## src/rtl/gray_pkg.sv

```systemverilog
// Shared definitions for the binary/Gray encoder-decoder family.
package gray_pkg;

  // Widest code any Gray block in this family is built for.
  localparam int GRAY_MAX_WIDTH = 16;

  // Reference binary-to-Gray conversion, usable by RTL and benches alike.
  function automatic logic [GRAY_MAX_WIDTH-1:0] bin2gray(
    input logic [GRAY_MAX_WIDTH-1:0] value
  );
    return value ^ (value >> 1);
  endfunction

endpackage

```

## src/rtl/gray_counter_bin_to_gray.sv

```systemverilog
// Combinational binary-to-Gray encoder: the mirror image of the Gray decoder.
// Each Gray bit is the xor of a binary bit and its upper neighbour, and the
// MSB passes straight through.
module bin_to_gray
  import gray_pkg::*;
#(
  parameter int WIDTH = 4
) (
  input  logic [WIDTH-1:0] bin_i,
  output logic [WIDTH-1:0] gray_o
);

  // One xor gate per lower bit, pairing each bit with the bit above it.
  for (genvar i = 0; i < WIDTH - 1; i++) begin : g_xor
    assign gray_o[i] = bin_i[i] ^ bin_i[i+1];
  end

  assign gray_o[WIDTH-1] = bin_i[WIDTH-1];

endmodule

```

## src/rtl/gray_counter.sv

```systemverilog
// Up/down binary counter with a registered Gray-code output and a roll-over
// pulse. The Gray value is encoded from the next binary value and captured
// on the same edge as the binary count, so gray is always glitch-free and
// consistent with bin.
module gray_counter
  import gray_pkg::*;
#(
  parameter int WIDTH = 4
) (
  input  logic             clk,
  input  logic             rst_n,
  input  logic             en,
  input  logic             up_dn,
  input  logic             load,
  input  logic [WIDTH-1:0] load_bin,
  output logic [WIDTH-1:0] bin,
  output logic [WIDTH-1:0] gray,
  output logic             wrap
);

  logic [WIDTH-1:0] bin_q;
  logic [WIDTH-1:0] bin_d;
  logic [WIDTH-1:0] gray_q;
  logic [WIDTH-1:0] gray_d;
  logic             wrap_q;
  logic             wrap_d;

  // Next binary value and roll-over flag: load beats count, count beats hold.
  always_comb begin
    bin_d  = bin_q;
    wrap_d = 1'b0;
    if (load) begin
      bin_d = load_bin;
    end else if (en) begin
      if (up_dn) begin
        bin_d  = bin_q + WIDTH'(1);
        wrap_d = &bin_q;
      end else begin
        bin_d  = bin_q - WIDTH'(1);
        wrap_d = (bin_q == '0);
      end
    end
  end

  // Gray code is encoded from the next binary value, never from the flops.
  bin_to_gray #(
    .WIDTH(WIDTH)
  ) u_bin_to_gray (
    .bin_i (bin_d),
    .gray_o(gray_d)
  );

  // Binary count, Gray code and wrap pulse all update on the same edge.
  always_ff @(posedge clk or negedge rst_n) begin
    if (!rst_n) begin
      bin_q  <= '0;
      gray_q <= '0;
      wrap_q <= 1'b0;
    end else begin
      bin_q  <= bin_d;
      gray_q <= gray_d;
      wrap_q <= wrap_d;
    end
  end

  assign bin  = bin_q;
  assign gray = gray_q;
  assign wrap = wrap_q;

endmodule

```

## config.mk

```make
export PLATFORM = sky130hd
export DESIGN_NAME = gray_counter
export DESIGN_NICKNAME = d
export VERILOG_FILES = /design/src/rtl/gray_pkg.sv /design/src/rtl/gray_counter_bin_to_gray.sv /design/src/rtl/gray_counter.sv
export SDC_FILE = /design/constraint.sdc
export NUM_CORES = 1
export LEC_CHECK = 0
export ABC_AREA = 1
export BUFFER_PORTS_ARGS = -buffer_cell sky130_fd_sc_hd__buf_2
export CORE_AREA = 2 2 39 41
export DETAILED_ROUTE_END_ITERATION = 7
export DIE_AREA = 0 0 41 43
export PLACE_DENSITY = 0.71
export SLEW_MARGIN = 40
export SYNTH_ARGS = -nofsm -noshare
export SYNTH_HDL_FRONTEND = slang
export SYNTH_SLANG_ARGS = --single-unit
```

## constraint.sdc

```tcl
create_clock -name clk -period 3 [get_ports clk]
set_clock_uncertainty 0.05 [all_clocks]
set_input_delay 0.3 -clock clk [delete_from_list [all_inputs] [get_ports clk]]
set_output_delay 0.3 -clock clk [all_outputs]
set_load 0.1 [all_outputs]
```

# After elaboration in Yosys (flattened, before gate mapping)
# Cells that the tools add are included.
[totals]
in_bits = 9
ff_bits = 9
out_inout_bits = 9
elab_cells = 16
[classes]
n_reduce_logical = 2
bitwise = 3
muxes = 6
addsub = 2
[op_table]
columns = ["op", "n"]
rows = [
  ["two-way mux 4 bit", 3],
  ["adder 4 x 1 -> 4 bit (second input constant)", 1],
  ["zero test 4 bit", 1],
  ["AND reduction 4 bit", 1],
  ["subtractor 4 x 1 -> 4 bit (second input constant)", 1],
  ["two-way mux 1 bit", 3],
  ["bitwise XOR 1 bit", 3],
]

# Logic depth before layout (Yosys ltp)
[logic_depth]
word_depth = 5
mapped_depth = 11
ltp_nobuf = 11

# Cells and area by module
# Synthesis repeated with hierarchy kept, for this count alone.
[unflattened]
cells_unflattened = 68
hier_area_um2 = 505.5
[modules_own_cells]
columns = ["mod", "cells_per_inst", "seq_area_each_um2", "instances", "area_per_inst_um2"]
rows = [
  ["gray_counter", 54, 225.2, 1, 449.2],
  ["bin_to_gray", 14, 0.0, 1, 56.3],
]

# Worst setup path after synthesis
# Ideal clock, no wire load.
[synth_path]
kind = "register to register"
from = "register bin_q[0], in the netlist bin[0]"
to = "register gray_q[0], in the netlist gray[0]"
path_buffers = 0
setup_slack_ns = 0.881
t_arrival_ns = 1.990
period_less_slack_ns = 2.119
setup_ns = 0.079
required_time_ns = 2.871
path_stages_with_launch = 7
cell_sequence = "dfrtp_1 -> fa_1 -> nand2_1 -> nand2_1 -> nand2_1 -> o21a_2 -> xor2_1"
[synth_via]
elab_chain_len = 5
word_cells_on_any_way = 6
cone_classes = "add/sub (2); mux (3); bitwise (1)"
[synth_rtl]
columns = ["element", "line", "rtl"]
rows = [
  ["from (decl)", "gray_counter.sv:21", "logic [WIDTH-1:0] bin_q;"],
  ["from (signal assigned)", "gray_counter.sv:60", "bin_q <= bin_d;"],
  ["subtractor 4 x 1 -> 4 bit or adder 4 x 1 -> 4 bit (tied branches)", "gray_counter.sv:39, gray_counter.sv:36", ""],
  ["two-way mux 4 bit", "gray_counter.sv:35", "if (up_dn) begin"],
  ["two-way mux 4 bit *", "gray_counter.sv:34", "end else if (en) begin"],
  ["two-way mux 4 bit *", "gray_counter.sv:32", "if (load) begin"],
  ["bitwise XOR 1 bit *", "gray_counter_bin_to_gray.sv:15", "assign gray_o[i] = bin_i[i] ^ bin_i[i+1];"],
  ["via gray_d[0]", "gray_counter.sv:24", "logic [WIDTH-1:0] gray_d;"],
  ["to (signal assigned)", "gray_counter.sv:61", "gray_q <= gray_d;"],
  ["to (decl)", "gray_counter.sv:23", "logic [WIDTH-1:0] gray_q;"],
]
# Mark *: on every way through the listed nets, which the timed path passes. The rest lies on a longest branch.

# Worst setup path after layout
[layout_path]
from = "register bin_q[0], in the netlist bin[0]"
to = "register gray_q[1], in the netlist gray[1]"
[layout_via]
elab_chain_len = 5
word_cells_on_any_way = 6
cone_classes = "add/sub (2); mux (3); bitwise (1)"
[layout_rtl]
columns = ["element", "line"]
rows = [
  ["subtractor 4 x 1 -> 4 bit or adder 4 x 1 -> 4 bit (tied branches)", "gray_counter.sv:39, gray_counter.sv:36"],
  ["two-way mux 4 bit *", "gray_counter.sv:35"],
  ["two-way mux 4 bit *", "gray_counter.sv:34"],
  ["two-way mux 4 bit *", "gray_counter.sv:32"],
  ["bitwise XOR 1 bit *", "gray_counter_bin_to_gray.sv:15"],
  ["via gray_d[1]", "gray_counter.sv:24"],
]
# Marked as above.

==> flow_metrics.env <==
export IMPL_status="completed"
export IMPL_async_flop_share_pct=100
export IMPL_antenna_cells=0
export IMPL_synth_distinct_cells=20
export IMPL_layout_setup_ws_ns=1.38
export IMPL_criticalPathCategory="register to register"
export IMPL_hold_end="bin[0]"
export IMPL_setup_viol=0
export IMPL_layout_drive_gt1_share_pct=35.0
export IMPL_critical_path_n_buffers_inverters=0
export IMPL_cts_buffers=3
export IMPL_place_congestion=0.698
export IMPL_cts_tree="done"
export IMPL_rsz0062_at_grt="false"
export IMPL_holdPathStages=3
export IMPL_wl_um=895
export IMPL_power_density_nw_per_um2=724
export IMPL_ys_warn_count=0
export IMPL_start_util_pct=35.0
export IMPL_tightest_slew_ns=0.485
export IMPL_detail_route_wl_per_cell_um=9.32
export IMPL_grtUsageTotal_pct=13.1
export IMPL_reg2reg_to="gray[1]"
export IMPL_postCtsSetupBuffers=0
export IMPL_grt_pass1_vias=408
export IMPL_die_x_um=41
export IMPL_maxCapViolCount=0
export IMPL_fp_dieH_um=43
export IMPL_rr_startpoint="bin[0]"
export IMPL_finalSetupTns_ns=0
export IMPL_ir_worst_vdd_mv=0.315
export IMPL_max_slew_margin_pct=67.9
export IMPL_grt_pass1_wl_mm=1.52
export IMPL_drc=0
export IMPL_synthesis_area_um2=484
export IMPL_placed_cells=92
export IMPL_cpMaxStageDelayCell="fa_1"
export IMPL_avgSynthCellArea_um2=8.07
export IMPL_synth_seq_area_share_pct=41.3
export IMPL_pre_cts_slack_ns=1.32
export IMPL_crit_chain="fa_1 > nand2_1 > nand2_1 > nand2_1 > o21a_2 > xor2_1"
export IMPL_post_dp_cell_area_um2=582
export IMPL_finalPower_mw=0.445
export IMPL_cts_resized=0
export IMPL_period_needed_ns=1.62
export IMPL_drt_iter0_drc=2
export IMPL_ctsHoldBuffers=1
export IMPL_ys_ff_latch=8
export IMPL_hold_viol_final=0
export IMPL_power_leakage_nw=0.341
export IMPL_syn_num_nets=72
export IMPL_path_clk_slew_ns=0.05
export IMPL_clk_latency_ns=0.25
export IMPL_die_area_um2=1760
export IMPL_post_route_period_util_pct=53.9
export IMPL_antenna_found_initial=0
export IMPL_dr_pass1_iters=4
export IMPL_clock_sinks=8
export IMPL_final_area_um2=614
export IMPL_maxClockFrequency_ghz=0.619
export IMPL_crit_required_ns=3.07
export IMPL_synthFlopType="dfrtp_1"
export IMPL_crit_family="adder cells"
export IMPL_viasPerCell=4.54
export IMPL_grt_max_degree=9
export IMPL_syn_to_final_growth_pct=26.9
export IMPL_postSynthCellCount=60
export IMPL_instances_no_fill=96
export IMPL_ios=18
export IMPL_min_delay_start="load_bin[0]"
export IMPL_crit_arrival_ns=1.69
export IMPL_hold_class="input port to register"
export IMPL_dpl_hpwl_um=747
export IMPL_reg2reg_depth=6
export IMPL_synth_edf_count=0
export IMPL_h_tree_depth=1
export IMPL_cpPeakStageDelay_ns=0.53
export IMPL_root_buffer="clkbuf_4"
export IMPL_coreArea_um2=1380
export IMPL_startpoint_type="register"
export IMPL_worst_setup_path_end_kind="register"
export IMPL_overflow=0
export IMPL_rows=14
export IMPL_ant_nets=0
export IMPL_path_max_fanout=6
export IMPL_r2r_slack_ns=1.38
export IMPL_critPathMostFrequentCell="nand2_1"
export IMPL_dr_total_vias=436
export IMPL_nets=94
export IMPL_io_buffers=17
export IMPL_maxSlewViolCount=0
export IMPL_clk_path_buf_depth=2
[power by group]
group          leakage [nW]  switching (mW)  internal (mW)
clock                0.0138          0.0331         0.0455
combinational         0.232           0.185         0.0441
sequential           0.0952          0.0129          0.125
total                 0.341           0.231          0.214
[kinds of logic (layout without fill, tap and decap cells)]
kind of cell | count (synthesis) | in the layout | synth area share [%]
AO/OA/AOI/OAI | 9 | 9 | 12.1
XOR/XNOR | 3 | 3 | 5.43
adder cells (fa/ha/maj) | 3 | 3 | 9.30
buffers and inverters | 11 | 31 | 9.30
flip-flops | 8 | 8 | 41.3
AND/OR/NAND/NOR | 26 | 26 | 22.5
[layout by cell type, fill, tap and decap left out, types with 3 or more instances in the layout]
master and instances:
nand2_1 17, inv_2 5, clkbuf_4 3, buf_2 17, inv_1 5, dfrtp_1 8
nand3_1 3, a21oi_1 3
[worst max path at each step]
stage	to	start	depth (start not counted)	slack, ns
CTS	gray[1]	bin[0]	6	1.37
global placement	gray[1]	up_dn	8	1.35
finish	gray[1]	bin[0]	6	1.38
global route	gray[1]	bin[0]	6	1.27
detailed placement	gray[1]	up_dn	8	1.32
floorplan	gray[0]	bin[0]	6	0.88
[through the flow]
step                hold slack [ns]  util (%)
finish                        0.237      44.4
CTS                           0.235      44.4
detailed placement           0.0989      42.0
global route                  0.246      44.4
global placement             0.0941      42.0
floorplan                   -0.0456         -
[Yosys cell counts, types with 2 or more instances]
cell     number  share of area (%)
nand2_1      17                 13
dfrtp_1       8                 41
inv_1         5                3.9
inv_2         5                3.9
a21oi_1       3                3.1
nand3_1       3                3.1
ha_1          2                5.2
nor2_1        2                1.6
nor3_1        2                2.1
o21ai_1       2                2.1
xor2_1        2                3.6
[registers in the layout (all words and copies together) (netlist names)]
name / cells
bin: 4
gray: 3
wrap: 1
[tightest hold or removal path, cell delays in order]
cell and delay (ns):
buf_2 0.07, o21ai_1 0.07, inv_1 0.05
[layer usage]
metal | share of wire [%] | track usage [%] | vias to the layer above
met1 | 43 | 14.9 | 186
met2 | 48 | 19.4 | 11
li1 | - | - | 235
met3 | 5.4 | 2.09 | 4
met4 | 3.4 | 12.0 | 0
met5 | 0 | 0 | -
[final cells by class]
cell class	instances	area [um2]
Clock buffer	3	22.5
Multi-Input combinational cell	41	239
Fill cell	164	769
Inverter	10	37.5
Tap cell	16	20.0
Sequential cell	8	200
Timing Repair Buffer	18	95.1
(Power assumes the default switching activity.)
